`config.mk`:
```
export PLATFORM = sky130hd
export DESIGN_NAME = clock_mode_ctrl
export DESIGN_NICKNAME = d
export VERILOG_FILES = /design/src/rtl/clock_mode_ctrl.sv
export SDC_FILE = /design/constraint.sdc
export NUM_CORES = 1
export LEC_CHECK = 0
export CORE_MARGIN = 1.5
export CORE_UTILIZATION = 64
export CTS_CLUSTER_SIZE = 20
export DETAILED_ROUTE_END_ITERATION = 10
export DONT_BUFFER_PORTS = 1
export PLACE_DENSITY = 0.86
export SKIP_LAST_GASP = 1
export SLEW_MARGIN = 15
export SYNTH_ARGS = -nofsm -noshare
export SYNTH_HDL_FRONTEND = slang
export SYNTH_SLANG_ARGS = --single-unit
```
`constraint.sdc`:
```
create_clock -name clk -period 2.3 [get_ports clk]
set_input_delay 0.46 -clock clk [delete_from_list [all_inputs] [get_ports clk]]
set_output_delay 0.46 -clock clk [all_outputs]
set_load 0.03 [all_outputs]
```
`src/rtl/clock_mode_ctrl.sv`:
```
// Button-driven sequencer for the multi-mode clock: cycles modes, holds timer/alarm presets
// and runs an hh/mm/ss field editor with idle timeout.
module clock_mode_ctrl #(
   parameter int unsigned NUM_MODES    = 6,
   parameter int unsigned EDIT_TIMEOUT = 10,
   parameter int unsigned HH_MAX       = 23,
   parameter int unsigned MS_MAX       = 59
) (
   input  logic        clk,
   input  logic        rst,
   input  logic        tick,
   input  logic        mode_btn,
   input  logic        set_btn,
   input  logic        inc_btn,
   input  logic        dec_btn,
   output logic [2:0]  current_mode,
   output logic        mode_rst,
   output logic [16:0] in,
   output logic        editing,
   output logic [1:0]  edit_field,
   output logic [16:0] edit_value
);

   localparam int unsigned IdleW = $clog2(EDIT_TIMEOUT + 1);

   localparam logic [2:0]       ModeTimer = 3'd3;
   localparam logic [2:0]       ModeAlarm = 3'd5;
   localparam logic [2:0]       LastMode  = 3'(NUM_MODES - 1);
   localparam logic [4:0]       HhMax     = 5'(HH_MAX);
   localparam logic [5:0]       MsMax     = 6'(MS_MAX);
   localparam logic [IdleW-1:0] IdleLast  = IdleW'(EDIT_TIMEOUT - 1);

   typedef enum logic [2:0] {StRun, StEditHh, StEditMm, StEditSs, StCommit} state_e;

   state_e           state_q, state_d;
   logic [2:0]       mode_q, mode_d;
   logic             mode_rst_q, mode_rst_d;
   logic [16:0]      in_q, in_d;
   logic             editing_q, editing_d;
   logic [1:0]       field_q, field_d;
   logic [16:0]      ev_q, ev_d;
   logic [16:0]      timer_q, timer_d;
   logic [16:0]      alarm_q, alarm_d;
   logic [IdleW-1:0] idle_q, idle_d;

   logic       mode_p, set_p, inc_p, dec_p;
   logic [2:0] mode_nxt;
   logic [4:0] hh;
   logic [5:0] mm, ss;

   function automatic logic [16:0] preset_sel(input logic [2:0]  m,
                                              input logic [16:0] tmr,
                                              input logic [16:0] alm);
      if (m == ModeTimer) return tmr;
      if (m == ModeAlarm) return alm;
      return 17'd0;
   endfunction

   function automatic logic [5:0] ms_step(input logic [5:0] v, input logic up);
      if (up) return (v >= MsMax) ? 6'd0 : v + 6'd1;
      return (v == 6'd0 || v > MsMax) ? MsMax : v - 6'd1;
   endfunction

   // Strict priority: only the highest-priority pulse of a cycle is serviced.
   assign mode_p = mode_btn;
   assign set_p  = set_btn & ~mode_btn;
   assign inc_p  = inc_btn & ~mode_btn & ~set_btn;
   assign dec_p  = dec_btn & ~mode_btn & ~set_btn & ~inc_btn;

   assign hh       = ev_q[16:12];
   assign mm       = ev_q[11:6];
   assign ss       = ev_q[5:0];
   assign mode_nxt = (mode_q >= LastMode) ? 3'd0 : mode_q + 3'd1;

   always_comb begin
      state_d    = state_q;
      mode_d     = mode_q;
      mode_rst_d = 1'b0;
      in_d       = in_q;
      editing_d  = editing_q;
      field_d    = field_q;
      ev_d       = ev_q;
      timer_d    = timer_q;
      alarm_d    = alarm_q;
      idle_d     = idle_q;

      unique case (state_q)
         StRun: begin
            // Buttons are dropped in the strobe cycle so mode_rst can never stay high twice.
            if (!mode_rst_q) begin
               if (mode_p) begin
                  mode_d     = mode_nxt;
                  in_d       = preset_sel(mode_nxt, timer_q, alarm_q);
                  mode_rst_d = 1'b1;
               end else if (set_p && (mode_q == ModeTimer || mode_q == ModeAlarm)) begin
                  ev_d      = preset_sel(mode_q, timer_q, alarm_q);
                  state_d   = StEditHh;
                  editing_d = 1'b1;
                  field_d   = 2'd1;
                  idle_d    = '0;
               end
            end
         end

         StEditHh, StEditMm, StEditSs: begin
            if (mode_p) begin
               state_d   = StRun;
               editing_d = 1'b0;
               field_d   = 2'd0;
               idle_d    = '0;
            end else if (set_p) begin
               idle_d = '0;
               case (state_q)
                  StEditHh: begin
                     state_d = StEditMm;
                     field_d = 2'd2;
                  end
                  StEditMm: begin
                     state_d = StEditSs;
                     field_d = 2'd3;
                  end
                  default: begin
                     state_d    = StCommit;
                     editing_d  = 1'b0;
                     field_d    = 2'd0;
                     in_d       = ev_q;
                     mode_rst_d = 1'b1;
                     if (mode_q == ModeTimer) timer_d = ev_q;
                     else alarm_d = ev_q;
                  end
               endcase
            end else if (inc_p || dec_p) begin
               idle_d = '0;
               case (state_q)
                  StEditHh: begin
                     if (inc_p) ev_d[16:12] = (hh >= HhMax) ? 5'd0 : hh + 5'd1;
                     else ev_d[16:12] = (hh == 5'd0 || hh > HhMax) ? HhMax : hh - 5'd1;
                  end
                  StEditMm: ev_d[11:6] = ms_step(mm, inc_p);
                  default:  ev_d[5:0]  = ms_step(ss, inc_p);
               endcase
            end else if (tick) begin
               if (idle_q >= IdleLast) begin
                  state_d   = StRun;
                  editing_d = 1'b0;
                  field_d   = 2'd0;
                  idle_d    = '0;
               end else begin
                  idle_d = idle_q + 1'b1;
               end
            end
         end

         StCommit: state_d = StRun;

         default: begin
            state_d   = StRun;
            editing_d = 1'b0;
            field_d   = 2'd0;
         end
      endcase
   end

   always_ff @(posedge clk) begin
      if (rst) begin
         state_q    <= StRun;
         mode_q     <= 3'd0;
         mode_rst_q <= 1'b0;
         in_q       <= 17'd0;
         editing_q  <= 1'b0;
         field_q    <= 2'd0;
         ev_q       <= 17'd0;
         timer_q    <= 17'd0;
         alarm_q    <= 17'd0;
         idle_q     <= '0;
      end else begin
         state_q    <= state_d;
         mode_q     <= mode_d;
         mode_rst_q <= mode_rst_d;
         in_q       <= in_d;
         editing_q  <= editing_d;
         field_q    <= field_d;
         ev_q       <= ev_d;
         timer_q    <= timer_d;
         alarm_q    <= alarm_d;
         idle_q     <= idle_d;
      end
   end

   assign current_mode = mode_q;
   assign mode_rst     = mode_rst_q;
   assign in           = in_q;
   assign editing      = editing_q;
   assign edit_field   = field_q;
   assign edit_value   = ev_q;

endmodule

```
* Word-level counts from Yosys, hierarchy flattened *
Index checks and enable logic that the tools add are counted.

storage, ports and cells
  register bits after elaboration = 82
  bits of input ports = 7

cells by class
  $add $sub $neg = 8
  reductions and logical operators = 24
  bitwise gates (word level) = 13
  muxes and demuxes = 112
  eq/ne operators = 24
  order comparisons = 8

operator list
  cell                                                                    count
  17-bit two-way mux                                                      19
  17-bit case mux with 2 select lines                                     2
  6-bit two-way mux                                                       10
  1-bit two-way mux                                                       45
  4-bit two-way mux                                                       8
  8-bit AND reduction                                                     4
  3-bit two-way mux                                                       9
  2-bit inequality test (second input constant)                           11
  5-bit two-way mux                                                       4
  2-bit two-way mux                                                       8
  4-bit inequality test (second input constant)                           4
  5-bit AND reduction                                                     3
  6-bit by 1-bit adder with 6-bit output (second input constant)          2
  3-bit by 2-bit equality test with 1-bit output (second input constant)  4
  6-bit >= comparator (second input constant)                             2
  6-bit greater-than comparator (second input constant)                   2
  6-bit zero test                                                         2
  3-bit case mux with 2 select lines                                      2
  6-bit AND reduction                                                     2
  6-bit by 1-bit subtractor with 6-bit output (second input constant)     2
  3-bit equality test (second input constant)                             3
  4-bit case mux with 2 select lines                                      1
  1-bit NOT                                                               7
  7-bit AND reduction                                                     1
  other kinds (23)                                                        32

* Logic depth before layout (Yosys ltp) *
  word-level depth = 18
  mapped depth = 9
  mapped depth without buffers = 7

* Worst setup path before layout *
No wires, ideal clock.

  path type = reg2reg
  start = reg mode_q[0], in the netlist current_mode[0]
  end = reg timer_q[15]
  arrival time = 2042 ps
  setup slack = 130 ps
  stages on the path, launching flop included = 10
  path buffers = 3
  cells stage by stage = dfxtp_1 ha_1 ha_1 clkbuf_1 inv_1 or2_1 buf_2 buf_6 mux2i_1 nor2_1

between the ends
  word-level cells in the longest chain between the ends = 2

ends and longest elaborated chain
  what                                            RTL line  source
  from (decl)                                     36        logic [2:0] mode_q, mode_d;
  from (signal assigned)                          178       mode_q <= mode_d;
  3-bit by 2-bit equality test with 1-bit output  128       if (mode_q == ModeTimer) timer_d = ev_q;
  5-bit AND reduction (no source line)            -
  to (signal assigned)                            184       timer_q <= timer_d;
  to (decl)                                       42        logic [16:0] timer_q, timer_d;

Every way passes these cells.
A chain may end at the register's enable or synchronous reset.

* Final worst setup path *
  start = reg mode_q[0], in the netlist current_mode[0]
  end = reg ev_q[6], in the netlist edit_value[6]

between the ends
  word-level cells in the longest chain between the ends = 13
  elaborated cells on any way between the ends = 24
  classes of those cells = eq/ne: 3; mux: 18; reduce/logical: 3

ends and longest elaborated chain
  what                                 RTL line  source
  3-bit equality test                  55, 95
  1-bit two-way mux (2 in a row)       55        if (m == ModeAlarm) return alm;
  1-bit two-way mux                    95        end else if (set_p && (mode_q == ModeTimer || mode_q == ModeAlarm)) begin
  1-bit two-way mux                    91        if (mode_p) begin
  1-bit two-way mux                    90        if (!mode_rst_q) begin
  1-bit two-way mux                    87        unique case (state_q)
  17-bit two-way mux                   56        return 17'd0;
  17-bit two-way mux                   55
  17-bit two-way mux                   95
  17-bit two-way mux                   91
  17-bit two-way mux                   90
  17-bit case mux with 2 select lines  87
  to (signal assigned)                 183       ev_q <= ev_d;
  to (decl)                            41        logic [16:0] ev_q, ev_d;

Parallel ways exist; a longest one is shown, timed or not. The select of a mux whose other input is x is not followed.

==> impl_metrics.env <==
export IMPL_maxSlewHeadroom_pct=59.4
export IMPL_synth_edff_count=0
export IMPL_skew_ps=11.5
export IMPL_num_rows=31
export IMPL_drive_above_1_share_pct=13.4
export IMPL_die_h_um=90.7
export IMPL_clockRootBuffer="clkbuf_8"
export IMPL_synth_main_ff_cell="dfxtp_1"
export IMPL_vdd_drop_max_uv=450
export IMPL_grt_use_met1_pct=40.5
export IMPL_crit_arrival_ps=2330
export IMPL_grt_pass1_vias=4253
export IMPL_syn_num_nets=586
export IMPL_regArea_um2=1640
export IMPL_internal_power_mw=2.23
export IMPL_htree_num_levels=3
export IMPL_finalCritPeriodShare_pct=90.2
export IMPL_drc_errors=0
export IMPL_syn_to_final_growth_pct=7.34
export IMPL_clock_sinks=82
export IMPL_p_per_area_nw_per_um2=548
export IMPL_finalWirelength_um=12700
export IMPL_synth_seq_cells=82
export IMPL_overflow=0
export IMPL_cts_inserted_buffers=9
export IMPL_combPwrFrac_pct=6.0
export IMPL_wl_per_cell_um=19.3
export IMPL_use_met2_pct=50.0
export IMPL_clk_latency_ps=370
export IMPL_outcome="finished clean"
export IMPL_cts_tree="done"
export IMPL_start_util_pct=67.2
export IMPL_yosys_warnings=0
export IMPL_die_x_um=90.7
export IMPL_critPathLaunchType="register"
export IMPL_worstMarginPinSlew_ps=608
export IMPL_power_mw=2.90
export IMPL_n_antenna_cell=0
export IMPL_synthCells=567
export IMPL_finalWorstSetupSlack_ps=226
export IMPL_fmax_mhz=482
export IMPL_switchingPower_mw=0.665
export IMPL_grt_use_total_pct=31.3
export IMPL_cts_hold_buf=0
export IMPL_fill_cells=563
export IMPL_period_needed_ps=2070
export IMPL_async_flop_share_pct=0
export IMPL_place_gp_congestion=0.993
export IMPL_cp_max_fo=10
export IMPL_maxCapViolCount=0
export IMPL_avgViaCountPerCell=6.89
export IMPL_clkPwrFrac_pct=44.3
export IMPL_place_ws_ps=257
export IMPL_hold_viol=0
export IMPL_hold_path_class="in2reg"
export IMPL_rsz0062_at_grt="false"
export IMPL_grt_first_pass_wirelength_um=21000
export IMPL_dpl_instance_area_um2=5050
export IMPL_ys_seq_area_share_pct=33.3
export IMPL_syn_avg_cell_area_um2=8.69
export IMPL_setup_viol=0
export IMPL_final_common_cell="dfxtp_1"
export IMPL_cp_required_ps=2550
export IMPL_pin_count=48
export IMPL_cts_resized_gates=0
export IMPL_dieArea_um2=8230
export IMPL_vias=4539
export IMPL_final_cell_mix="dfxtp_1 (82), nor2_1 (80), mux2i_1 (39)"
export IMPL_ant_nets=0
export IMPL_hpwl_um=8130
export IMPL_synth_cell_types=72
export IMPL_clockBufferDepth=2
export IMPL_p_leak_nw=1.94
export IMPL_fin_tns_setup_ps=0
export IMPL_multi_input_comb_area_um2=2900
export IMPL_met3_usage_pct=6.90
export IMPL_fin_area_um2=5290
export IMPL_grt_busiest_layer="met2"
export IMPL_syn_area_um2=4930
export IMPL_cts_clk_slew_worst_paths_ps=90
export IMPL_slew_violations=0
export IMPL_grt_antenna_before_repair=0
export IMPL_holdWs_ps=160
export IMPL_drt_iter0_drc=348
export IMPL_drtPass1Iterations=6
export IMPL_core_area_um2=7330
export IMPL_sequentialPowerShare_pct=49.7
export IMPL_cts_setup_buffers=0
export IMPL_port_buffers=0
export IMPL_nNetsFinal=575
export IMPL_endpoint_kind="register"
export IMPL_swShare_pct=23.0
export IMPL_grt_max_degree=100
export IMPL_crit_type="reg2reg"
-- stage by stage --
step,std cells,util [%]
detailed placement,644,68.9
CTS,659,72.1
floorplan,567,-
finish,659,72.1
global placement,644,68.9
global route,659,72.1
-- area by class of cell --
cell class                      count  area share [%]
Clock inverter                      5            1.94
Tap cell                           99            2.34
Inverter                           19            1.35
Multi-Input combinational cell    406            54.9
Clock buffer                       10            2.60
Sequential cell                    82            31.0
Timing Repair Buffer               38            5.87
-- kinds of logic after synthesis --
group	Yosys count	synth area share (%)
AOI/OAI and AO/OA	149	24.1
buffers and inverters	79	7.87
adders and majority gates	13	3.25
and+or+nand+nor	194	21.5
DFF	82	33.3
xor gates and xnor gates	10	1.78
muxes	40	8.15
-- Yosys cell counts (4+ instances only) --
| library cell | count | share of area [%] |
|---|---|---|
| xor2_1 | 4 | 0.71 |
| inv_1 | 19 | 1.4 |
| buf_4 | 6 | 0.91 |
| a311o_1 | 5 | 1.0 |
| dfxtp_1 | 82 | 33 |
| nor2_1 | 80 | 6.1 |
| o21ai_0 | 16 | 1.6 |
| a32o_1 | 5 | 1.0 |
| o41ai_1 | 21 | 3.7 |
| clkbuf_1 | 32 | 2.4 |
| a221o_1 | 4 | 0.81 |
| mux2i_1 | 39 | 7.9 |
| nand3b_1 | 25 | 3.8 |
| nand4_1 | 7 | 0.89 |
| a31oi_1 | 6 | 0.76 |
| a211oi_1 | 8 | 1.2 |
| buf_6 | 7 | 1.6 |
| nor3_1 | 10 | 1.0 |
| a221oi_1 | 31 | 5.5 |
| o21ai_1 | 4 | 0.41 |
| nand3_1 | 18 | 1.8 |
| ha_1 | 12 | 3.0 |
| o21a_1 | 4 | 0.61 |
| buf_2 | 12 | 1.2 |
| xnor2_1 | 6 | 1.1 |
| nand2b_1 | 4 | 0.51 |
| a21oi_1 | 17 | 1.7 |
| nand2_1 | 15 | 1.1 |
-- sequential cells by signal, indices dropped and copies added, names as in the netlist --
name,flops
in,17
editing,1
edit_field,2
timer_q,17
edit_value,17
state_q,3
alarm_q,17
current_mode,3
mode_rst,1
idle_q,4
-- final timing paths --
| check | start | to | slack [ps] | cells after the start |
|---|---|---|---|---|
| hold / removal | rst | edit_field[0] | 160 | 1 |
| setup / recovery | current_mode[0] | edit_value[6] | 230 | 6 |
| hold reg to reg | alarm_q[15] | alarm_q[15] | 530 | 2 |
| setup reg to reg | current_mode[0] | edit_value[6] | 230 | 6 |
-- critical path, stage by stage (launching register included) --
cell and delay [ps]:
dfxtp_1 340, ha_1 220, ha_1 190, and3b_1 450, buf_4 270, a221oi_1 130, o41ai_1 360
-- layer usage --
| metal | part of all wire (%) | vias up |
|---|---|---|
| met1 | 42 | 2184 |
| met3 | 8.4 | 31 |
| met2 | 47 | 220 |
| met5 | 0 | - |
| met4 | 2.3 | 0 |
| li1 | - | 2104 |
-- power by group through the flow --
stage          Clock (mW)  Combinational, mW  Sequential, mW
6_report             1.28              0.173            1.44
5_1_grt              1.35              0.186            1.44
4_1_cts              1.29              0.170            1.44
3_5_place_dp            0              0.169            1.47
3_3_place_gp            0              0.166            1.47
2_1_floorplan           0              0.142            1.48
(Power assumes the default switching activity.)
